## config.mk

```make
export PLATFORM = sky130hd
export DESIGN_NAME = traffic_monitor
export DESIGN_NICKNAME = d
export VERILOG_FILES = /design/src/rtl/traffic_pkg.sv /design/src/rtl/traffic_phase_decode.sv /design/src/rtl/traffic_monitor.sv
export SDC_FILE = /design/constraint.sdc
export NUM_CORES = 1
export LEC_CHECK = 0
export ABC_AREA = 1
export BUFFER_PORTS_ARGS = -buffer_cell sky130_fd_sc_hd__buf_2
export CAP_MARGIN = 20
export CORE_MARGIN = 8
export CORE_UTILIZATION = 45
export DETAILED_ROUTE_END_ITERATION = 16
export MAX_ROUTING_LAYER = met4
export PLACE_DENSITY = 0.68
export SKIP_CTS_REPAIR_TIMING = 1
export SYNTH_ARGS = -nofsm -noshare
export SYNTH_HDL_FRONTEND = slang
export SYNTH_SLANG_ARGS = --single-unit
```

## constraint.sdc

```tcl
create_clock -name clk -period 3.3 [get_ports clk]
set_input_delay 0.165 -clock clk [delete_from_list [all_inputs] [get_ports clk]]
set_output_delay 0.165 -clock clk [all_outputs]
set_load 0.05 [all_outputs]
```

## src/rtl/traffic_pkg.sv

```systemverilog
// Shared light-bus types and timing defaults for the intersection
// controller and its safety monitor.
package traffic_pkg;

    typedef enum logic [1:0] {
        GREEN  = 2'd0,
        YELLOW = 2'd1,
        RED    = 2'd2,
        LEFT   = 2'd3
    } traffic_light;

    typedef enum logic [3:0] {
        NS_GREEN   = 4'd0,
        NS_YELLOW  = 4'd1,
        EW_LEFT    = 4'd2,
        EW_YELLOW  = 4'd3,
        EW_GREEN   = 4'd4,
        EW_YELLOW2 = 4'd5,
        NS_LEFT    = 4'd6,
        NS_YELLOW2 = 4'd7,
        ALL_RED    = 4'd8
    } phase_t;

    typedef enum logic [2:0] {
        NONE          = 3'd0,
        CONFLICT      = 3'd1,
        PAIR_MISMATCH = 3'd2,
        SEQUENCE      = 3'd3,
        SHORT         = 3'd4,
        LONG          = 3'd5
    } fault_t;

    // Ring states share their encoding with phase_t
    typedef enum logic [3:0] {
        S_NS_GREEN   = 4'd0,
        S_NS_YELLOW  = 4'd1,
        S_EW_LEFT    = 4'd2,
        S_EW_YELLOW  = 4'd3,
        S_EW_GREEN   = 4'd4,
        S_EW_YELLOW2 = 4'd5,
        S_NS_LEFT    = 4'd6,
        S_NS_YELLOW2 = 4'd7,
        S_SYNC       = 4'd8,
        S_FAULT      = 4'd9
    } state_t;

    localparam int DEF_GREEN_TIME  = 40;
    localparam int DEF_YELLOW_TIME = 5;
    localparam int DEF_LEFT_TIME   = 20;

    function automatic phase_t pattern_of(input phase_t p);
        case (p)
            NS_YELLOW2: pattern_of = NS_YELLOW;
            EW_YELLOW2: pattern_of = EW_YELLOW;
            default:    pattern_of = p;
        endcase
    endfunction

    function automatic phase_t succ_of(input phase_t p);
        case (p)
            NS_GREEN:   succ_of = NS_YELLOW;
            NS_YELLOW:  succ_of = EW_LEFT;
            EW_LEFT:    succ_of = EW_YELLOW;
            EW_YELLOW:  succ_of = EW_GREEN;
            EW_GREEN:   succ_of = EW_YELLOW2;
            EW_YELLOW2: succ_of = NS_LEFT;
            NS_LEFT:    succ_of = NS_YELLOW2;
            default:    succ_of = NS_GREEN;
        endcase
    endfunction

endpackage

```

## src/rtl/traffic_phase_decode.sv

```systemverilog
// Combinational decode of the four lamp states into a phase pattern
// plus pairing and cross-axis conflict flags.
module traffic_phase_decode
    import traffic_pkg::*;
(
    input  logic [1:0] i_north,
    input  logic [1:0] i_south,
    input  logic [1:0] i_east,
    input  logic [1:0] i_west,
    output phase_t     o_pattern,
    output logic       o_pair_err,
    output logic       o_conflict
);

    always_comb begin
        o_pair_err = (i_north != i_south) || (i_east != i_west);
        o_conflict = (i_north != RED) && (i_east != RED);
        o_pattern  = ALL_RED;
        if (i_north == RED) begin
            case (i_east)
                GREEN:   o_pattern = EW_GREEN;
                YELLOW:  o_pattern = EW_YELLOW;
                LEFT:    o_pattern = EW_LEFT;
                default: o_pattern = ALL_RED;
            endcase
        end else if (i_east == RED) begin
            case (i_north)
                GREEN:   o_pattern = NS_GREEN;
                YELLOW:  o_pattern = NS_YELLOW;
                LEFT:    o_pattern = NS_LEFT;
                default: o_pattern = ALL_RED;
            endcase
        end
    end

endmodule

```

## src/rtl/traffic_monitor.sv

```systemverilog
// Passive safety checker on the light bus: tracks the phase ring and
// latches the first pairing, conflict, order or dwell violation.
module traffic_monitor
    import traffic_pkg::*;
#(
    parameter int GREEN_TIME  = DEF_GREEN_TIME,
    parameter int YELLOW_TIME = DEF_YELLOW_TIME,
    parameter int LEFT_TIME   = DEF_LEFT_TIME,
    parameter int DWELL_TOL   = 1,
    parameter int FLASH_HALF  = 8
) (
    input  logic        clk,
    input  logic        rst_n,
    input  logic [1:0]  north,
    input  logic [1:0]  south,
    input  logic [1:0]  east,
    input  logic [1:0]  west,
    input  logic        fault_clr,
    output logic        locked,
    output logic [2:0]  phase,
    output logic        fault,
    output logic [2:0]  fault_code,
    output logic        flash,
    output logic [15:0] cycles_done
);

    localparam int FW = (FLASH_HALF > 1) ? $clog2(FLASH_HALF) : 1;
    localparam logic [FW-1:0] FLASH_LAST = FW'(FLASH_HALF - 1);

    state_t         r_state;
    logic [7:0]     r_dwell;
    logic           r_first;
    logic [2:0]     r_phase;
    logic           r_locked;
    logic           r_fault;
    fault_t         r_code;
    logic           r_flash;
    logic [FW-1:0]  r_fcnt;
    logic [15:0]    r_cycles;

    phase_t         w_pat;
    logic           w_pair_err;
    logic           w_conflict;
    phase_t         w_cur;
    phase_t         w_succ;
    logic           w_same;
    logic           w_next;
    logic [7:0]     w_exp;
    logic [7:0]     w_lim_hi;
    logic [7:0]     w_lim_lo;
    logic [7:0]     w_dwell_inc;
    state_t         w_state_nxt;
    fault_t         w_code;
    logic           w_go_fault;
    logic [7:0]     w_dwell_nxt;
    logic           w_first_nxt;
    logic [2:0]     w_phase_nxt;
    logic           w_cyc_inc;
    logic           w_lock_nxt;

    traffic_phase_decode u_decode (
        .i_north    (north),
        .i_south    (south),
        .i_east     (east),
        .i_west     (west),
        .o_pattern  (w_pat),
        .o_pair_err (w_pair_err),
        .o_conflict (w_conflict)
    );

    function automatic logic [7:0] exp_of(input phase_t p);
        case (p)
            NS_GREEN, EW_GREEN: exp_of = 8'(GREEN_TIME + 1);
            NS_LEFT, EW_LEFT:   exp_of = 8'(LEFT_TIME + 1);
            default:            exp_of = 8'(YELLOW_TIME + 1);
        endcase
    endfunction

    assign w_cur       = phase_t'({1'b0, r_state[2:0]});
    assign w_succ      = succ_of(w_cur);
    assign w_same      = (w_pat == pattern_of(w_cur));
    assign w_next      = (w_pat == pattern_of(w_succ));
    assign w_exp       = exp_of(w_cur);
    assign w_lim_hi    = w_exp + 8'(DWELL_TOL);
    assign w_lim_lo    = w_exp - 8'(DWELL_TOL);
    assign w_dwell_inc = (&r_dwell) ? r_dwell : r_dwell + 8'd1;

    always_comb begin
        w_state_nxt = r_state;
        w_code      = NONE;
        w_dwell_nxt = r_dwell;
        w_first_nxt = r_first;
        w_phase_nxt = r_phase;
        w_cyc_inc   = 1'b0;
        unique case (r_state)
            S_SYNC: begin
                if (w_pair_err) begin
                    w_code = PAIR_MISMATCH;
                end else if (w_conflict) begin
                    w_code = CONFLICT;
                end else if (w_pat == NS_GREEN) begin
                    w_state_nxt = S_NS_GREEN;
                    w_dwell_nxt = 8'd1;
                    w_first_nxt = 1'b1;
                    w_phase_nxt = 3'd0;
                end
            end
            S_FAULT: begin
                // Clear wins over whatever is on the bus this sample
                if (fault_clr) begin
                    w_state_nxt = S_SYNC;
                    w_dwell_nxt = 8'd0;
                    w_first_nxt = 1'b0;
                end
            end
            default: begin
                if (w_pair_err) begin
                    w_code = PAIR_MISMATCH;
                end else if (w_conflict) begin
                    w_code = CONFLICT;
                end else if (w_same) begin
                    w_dwell_nxt = w_dwell_inc;
                    if (w_dwell_inc > w_lim_hi) begin
                        w_code = LONG;
                    end
                end else if (w_next) begin
                    if (!r_first && (r_dwell < w_lim_lo)) begin
                        w_code = SHORT;
                    end else begin
                        w_state_nxt = state_t'(w_succ);
                        w_dwell_nxt = 8'd1;
                        w_first_nxt = 1'b0;
                        w_phase_nxt = w_succ[2:0];
                        w_cyc_inc   = (w_cur == NS_YELLOW2);
                    end
                end else begin
                    w_code = SEQUENCE;
                end
            end
        endcase
        w_go_fault = (w_code != NONE);
        if (w_go_fault) begin
            w_state_nxt = S_FAULT;
        end
    end

    assign w_lock_nxt = (w_state_nxt != S_SYNC) && (w_state_nxt != S_FAULT);

    always_ff @(posedge clk or negedge rst_n) begin
        if (!rst_n) begin
            r_state <= S_SYNC;
        end else begin
            r_state <= w_state_nxt;
        end
    end

    always_ff @(posedge clk or negedge rst_n) begin
        if (!rst_n) begin
            r_dwell  <= 8'd0;
            r_first  <= 1'b0;
            r_phase  <= 3'd0;
            r_locked <= 1'b0;
            r_fault  <= 1'b0;
            r_code   <= NONE;
            r_flash  <= 1'b0;
            r_fcnt   <= '0;
            r_cycles <= 16'd0;
        end else begin
            r_dwell  <= w_dwell_nxt;
            r_first  <= w_first_nxt;
            r_phase  <= w_phase_nxt;
            r_locked <= w_lock_nxt;
            if (w_go_fault) begin
                r_fault <= 1'b1;
                r_code  <= w_code;
                r_flash <= 1'b1;
                r_fcnt  <= '0;
            end else if ((r_state == S_FAULT) && fault_clr) begin
                r_fault <= 1'b0;
                r_code  <= NONE;
                r_flash <= 1'b0;
                r_fcnt  <= '0;
            end else if (r_state == S_FAULT) begin
                if (r_fcnt == FLASH_LAST) begin
                    r_fcnt  <= '0;
                    r_flash <= ~r_flash;
                end else begin
                    r_fcnt <= r_fcnt + 1'b1;
                end
            end
            if (w_cyc_inc && (r_cycles != 16'hFFFF)) begin
                r_cycles <= r_cycles + 16'd1;
            end
        end
    end

    assign locked      = r_locked;
    assign phase       = r_phase;
    assign fault       = r_fault;
    assign fault_code  = r_code;
    assign flash       = r_flash;
    assign cycles_done = r_cycles;

endmodule

```

Word-level counts from Yosys, hierarchy flattened. Cells that the tools add are included.

Bits in registers: 41. Bits in latches: 0. Output and inout port bits: 25. Input port bits: 11. Memory bits (read-only): 0. Memories kept: 0. Word-level logic and storage cells: 161. RAM bits: 0.

Equal/unequal tests: 38. Div/mod/pow operators: 0. $add $sub $neg: 5. Order comparisons: 2. Shift-type cells: 0. Bitwise logic cells: 4. Multiplexer cells: 76. Reductions and logical operators: 26. Multiply operators: 0.

Operator list (number): 8-bit 2-to-1 mux (10); 3-bit 2-to-1 mux (20); 4-bit 2-to-1 mux (12); 4-bit case mux with 3 select lines (2); 1-bit 2-to-1 mux (22); 3-bit case mux with 7 select lines (1); 3-bit case mux with 2 select lines (3); 16-bit by 1-bit adder with 16-bit output (second input constant) (1); 8-bit by 1-bit adder with 8-bit output (second input constant) (2); 16-bit inequality test (second input constant) (1); 2-bit inequality test (second input constant) (8); 4-bit case mux with 2 select lines (2); 8-bit case mux with 2 select lines (1); 8-bit AND reduction (2); 3-bit == test (second input constant) (5); 6-bit case mux with 2 select lines (1); 3-bit nonzero test (4); 9-bit AND reduction (1); 2-bit == test (second input constant) (4); 4-bit by 3-bit == test with 1-bit output (second input constant) (2); 4-bit == test (2); 4-bit == test (second input constant) (2); 8-bit greater-than comparator (1); 4-bit zero test (2); other kinds (23) (40).

Depth between registers and ports, before layout.
Word-level depth: 16. Depth in mapped cells: 23. Mapped depth without buffers: 23.

Modules after synthesis. A second synthesis with hierarchy kept.

Cell total of the unflattened synthesis: 419. Area, all modules: 3031.7 um^2.

By module, submodules not included: traffic_monitor (cells an instance 381, instances 1, area each 2871.5 um^2, seq. area each 1027.2 um^2); traffic_phase_decode (cells an instance 38, instances 1, area each 160.2 um^2, seq. area each 0.0 um^2).

Worst setup path after synthesis. No wires, ideal clock.

Path type: register -> register. From: register r_dwell[0]. To: register r_flash, in the netlist flash. Library setup time: 0.119 ns. Clock period less this slack: 2.691 ns. Arrival time: 2.572 ns. Cell stages (with the launch flop): 24. Required time: 3.181 ns. Slack: 0.609 ns. Path buffers: 1. Path through: dfrtp_1 > ha_1 > inv_1 > nor2_1 > nand2_1 > nand4_1 > xor2_1 > ha_1 > nand2_1 > inv_1 > nand2_1 > nor2_1 > nand3_1 > nor2_1 > nor2_1 > nand2_1 > nand2_1 > nand2_1 > nand2_1 > nor2_1 > buf_4 > o41ai_1 > inv_1 > nand2_1.

Longest elaborated chain between the ends: 11. Elaborated cells between the ends (all ways): 18. Those cells by class: 1 x add/sub; 2 x order compare; 9 x mux; 6 x reduce/logical.

Ends and longest elaborated chain: start: declaration (RTL line traffic_monitor.sv:31) `logic [7:0] r_dwell;`; start signal: assignment (RTL line traffic_monitor.sv:169) `r_dwell <= w_dwell_nxt;`; 8-bit by 1-bit adder with 8-bit output, or another cell as far along (RTL line traffic_monitor.sv:86) `assign w_dwell_inc = (&r_dwell) ? r_dwell : r_dwell + 8'd1;`; 8-bit 2-to-1 mux / 1-bit logical AND (equally long branches) (RTL line traffic_monitor.sv:86, traffic_monitor.sv:127); 8-bit greater-than comparator / 3-bit 2-to-1 mux (equally long branches) (RTL line traffic_monitor.sv:123, traffic_monitor.sv:127); 3-bit 2-to-1 mux (on tied branches) (RTL line traffic_monitor.sv:123, traffic_monitor.sv:126); 3-bit 2-to-1 mux * (RTL line traffic_monitor.sv:121) `end else if (w_same) begin`; 3-bit 2-to-1 mux * (RTL line traffic_monitor.sv:119) `end else if (w_conflict) begin`; 3-bit 2-to-1 mux * (RTL line traffic_monitor.sv:117) `if (w_pair_err) begin`; 3-bit case mux with 2 select lines * (RTL line traffic_monitor.sv:95) `unique case (r_state)`; 3-bit nonzero test * (RTL line traffic_monitor.sv:141) `w_go_fault = (w_code != NONE);`; 3-bit nonzero test (no source line); 2-bit AND reduction (no source line); end signal: assignment (RTL line traffic_monitor.sv:186) `r_flash <= ~r_flash;`; end: declaration (RTL line traffic_monitor.sv:37) `logic r_flash;`.

Mark *: on every way between the ends. The rest lies on a longest branch, timed or not. A chain may end at the register's enable or synchronous reset.

Final worst setup path.
From: register r_dwell[1]. To: register r_state[1].

Longest elaborated chain between the ends: 10. Elaborated cells between the ends (all ways): 21. Those cells by class: 1 x add/sub; 2 x order compare; 15 x mux; 3 x reduce/logical.

Ends and longest elaborated chain: 8-bit by 1-bit adder with 8-bit output, or another cell as far along (RTL line traffic_monitor.sv:86); 8-bit 2-to-1 mux / 1-bit logical AND (equally long branches) (RTL line traffic_monitor.sv:86, traffic_monitor.sv:127); 8-bit greater-than comparator / 3-bit 2-to-1 mux (equally long branches) (RTL line traffic_monitor.sv:123, traffic_monitor.sv:127); 3-bit 2-to-1 mux (on tied branches) (RTL line traffic_monitor.sv:123, traffic_monitor.sv:126); 3-bit 2-to-1 mux (RTL line traffic_monitor.sv:121); 3-bit 2-to-1 mux (RTL line traffic_monitor.sv:119); 3-bit 2-to-1 mux (RTL line traffic_monitor.sv:117); 3-bit case mux with 2 select lines (RTL line traffic_monitor.sv:95); 3-bit nonzero test (RTL line traffic_monitor.sv:141); 4-bit 2-to-1 mux * (RTL line traffic_monitor.sv:142) `if (w_go_fault) begin`; net w_state_nxt[1] (RTL line traffic_monitor.sv:52) `state_t w_state_nxt;`; end signal: assignment (RTL line traffic_monitor.sv:153) `r_state <= w_state_nxt;`; end: declaration (RTL line traffic_monitor.sv:30) `state_t r_state;`.

The timed path passes the listed nets; every way through them passes the cells marked *.

==> reports/results.ini <==
[routing]
post_drt_wl_per_cell_um=12.93
vias_per_cell=5.092
drt_iter0_markers=112
finalWirelength_um=6737
postRouteAntennaNets=0
drc_errors=0
via_count=2653
first_pass_iters=4

[timing]
clock.fmax_ghz=0.3456
finalMaxSlewViolations=0
timing.slew.headroom=0.3969
worstMarginPinSlew_ns=0.9047
period_share=0.8768
setup_viol=0
skew_ns=0.006414
fin_hold_ws_ns=-0.01903
fin_crit_ns=2.893
hold_violations=18
rsz0062_at_grt=no

[yosys]
synth_async_sr_flop_share=1.000
synth_compound_area_frac=0.06623
synthFlopType=dfrtp_1
synth-warning-count=0
synth-simple-area-share=0.3649
ys_seq_area_frac=0.3554
ys_ff_latch=41
syn_nets=428
synth_xor_area_frac=0.06667
yosysUniqueCellTypes=35
synthMuxAreaShare=0.003896
synth_edf_count=0
synth.avg_cell_area_um2=7.154
synth_fa_ha_area_frac=0.05628
synth_top_family_by_area=simple AND/OR/NAND/NOR gates
netlist_instances=404
synthesis.area_mm2=0.002890

[floorplan]
core_mm2=0.006277
dieWidth_um=96.14
dieArea_mm2=0.009243
start_util=0.4604
top_level_ports=36
rows=29
die_y_um=96.14

[pwr]
p_sw_frac=0.4485
p_switching_mw=0.8475
combinationalPowerShare=0.465
peakVddDrop_mv=0.3758
power_mw=1.890
seqPwrFrac=0.323
clkPwrFrac=0.211
power_density_mw_per_mm2=577.8
leakagePower_nw=1.775
power.internal_mw=1.042

[placement]
place_area_mm2=0.003148
io_buffer_count=35
hpwlAfterDp_um=5255
place_congestion=0.9439
dpl.cell_count=513

[clock_tree]
path_clk_slew_ns=0.08
cts_tree=yes
clk_latency_ns=0.30
cts_max_path_buffers=2
htree_levels=2
cts_buffers=5
cts_sinks=41
ctsRootBufferMaster=clkbuf_8

[global_route]
antenna_found_initial=0
grt_usage=0.1662
overflow=0
grt_max_degree=42
grt_pass1_wl_um=11860
grt_pass1_vias=2668

[run_status]
violations=hold timing
outcome=finished, violations left

[layout]
fillerInstances=631
nNetsFinal=468
final_cells=521
diodes=0
final_cell_mix=nand2_1 (117), inv_1 (52), dfrtp_1 (40)
final_common_cell=nand2_1
utilization=0.5210
multi_input_area_mm2=0.001632
fin_area_mm2=0.003271
layout.area.seq_mm2=0.001027
areaGrowthSynthToFinish_pct=13.16
drive_above_1_share=0.1734

[critical_path]
crit_required_ns=3.52
crit_type=reg -> reg
path_max_fanout=7
start_kind=flop
crit_arrival_ns=3.12
cp-end-kind=flop

[hold_path]
hold_class=in -> async

[flow_run]
cap_violations=0

==> layer usage <==
metal  track usage  part of all wire
met4       0.06402             0.021
met5             -                 0
met2        0.2633              0.48
met3       0.04056             0.042
met1        0.1990              0.46
==> cells in the mapped netlist (2+ instances only) <==
cell type	count	area, um^2
a211oi_1	2	15.01
a21oi_1	6	30.03
a22oi_1	2	15.01
buf_2	2	10.01
buf_4	2	15.01
dfrtp_1	40	1001
ha_1	13	162.7
inv_1	52	195.2
inv_2	7	26.28
nand2_1	118	442.9
nand2_2	3	18.77
nand2_4	4	45.04
nand3_1	34	170.2
nand3_2	3	30.03
nand4_1	8	50.05
nor2_1	41	153.9
nor2_2	4	25.02
nor2_4	5	56.30
nor3_1	7	35.03
o211ai_1	2	15.01
o21ai_0	14	70.07
o31ai_1	2	15.01
xnor2_1	3	26.28
xor2_1	19	166.4
==> kinds of logic after synthesis <==
logic type / count (synthesis)
adders and majority gates: 13
xor gates and xnor gates: 22
AOI/OAI and AO/OA: 32
DFF: 41
buffers and inverters: 64
and+or+nand+nor: 231
muxes: 1
==> cell type report <==
cell class / instances / share of cell area
inverter: 59 / 0.06771
multi-input combinational: 300 / 0.4989
tap: 77 / 0.02946
timing repair buffer: 37 / 0.05815
sequential: 41 / 0.3141
clock inverter: 2 / 0.01071
clock buffer: 5 / 0.02104
==> worst max-delay path, stage by stage (launching register included) <==
cell and delay [ns]:
dfrtp_1 0.41, ha_1 0.19, inv_1 0.08, nor2_2 0.19, nand2_2 0.14, inv_1 0.09
nor3_1 0.04, a21oi_1 0.24, ha_1 0.29, nand2_1 0.09, nor2_1 0.04, nand3_1 0.07
nand2_1 0.06, nand2_1 0.06, nand2_1 0.05, nand2_1 0.08, nand2_1 0.06, nand2_1 0.08
nand2_1 0.13, nor2_4 0.18, inv_1 0.11, a21oi_1 0.13
==> power by group through the flow <==
stage / Combinational, mW / Clock [mW] / Sequential (mW)
floorplan: 0.565 / 0 / 0.722
global placement: 0.843 / 0 / 0.622
detailed placement: 0.858 / 0 / 0.620
CTS: 0.860 / 0.411 / 0.611
global route: 1.00 / 0.431 / 0.620
finish: 0.879 / 0.400 / 0.611
==> state kept, by name, summed over array words and instances, names as in the netlist, 3 cells and up <==
| register | flops |
|---|---|
| cycles_done | 16 |
| r_dwell | 8 |
| r_state | 4 |
| fault_code | 3 |
| phase | 3 |
| r_fcnt | 3 |
==> per-stage QoR <==
step | setup WS (ns) | TNS (ns)
5_1_grt | 0.05622 | 0
4_1_cts | -0.1091 | -0.4041
3_3_place_gp | 0.1432 | 0
2_1_floorplan | 0.6089 | 0
3_5_place_dp | -0.05817 | -0.1171
6_report | 0.4067 | 0
==> path summary, 6_finish.rpt <==
| path | from | endpoint | slack, ns | depth (start not counted) |
|---|---|---|---|---|
| worst min register to register | r_first | r_first | 0.49 | 2 |
| min in group clk | fault_clr | flash | 0.17 | 4 |
| worst max register to register | r_dwell[1] | r_state[1] | 0.41 | 21 |
| max in group asynchronous | rst_n | locked | 2.74 | 1 |
| worst max-delay path | r_dwell[1] | r_state[1] | 0.41 | 21 |
| worst min-delay path | rst_n | r_dwell[5] | -0.02 | 1 |
No activity file was read; power rests on OpenSTA's default activity.
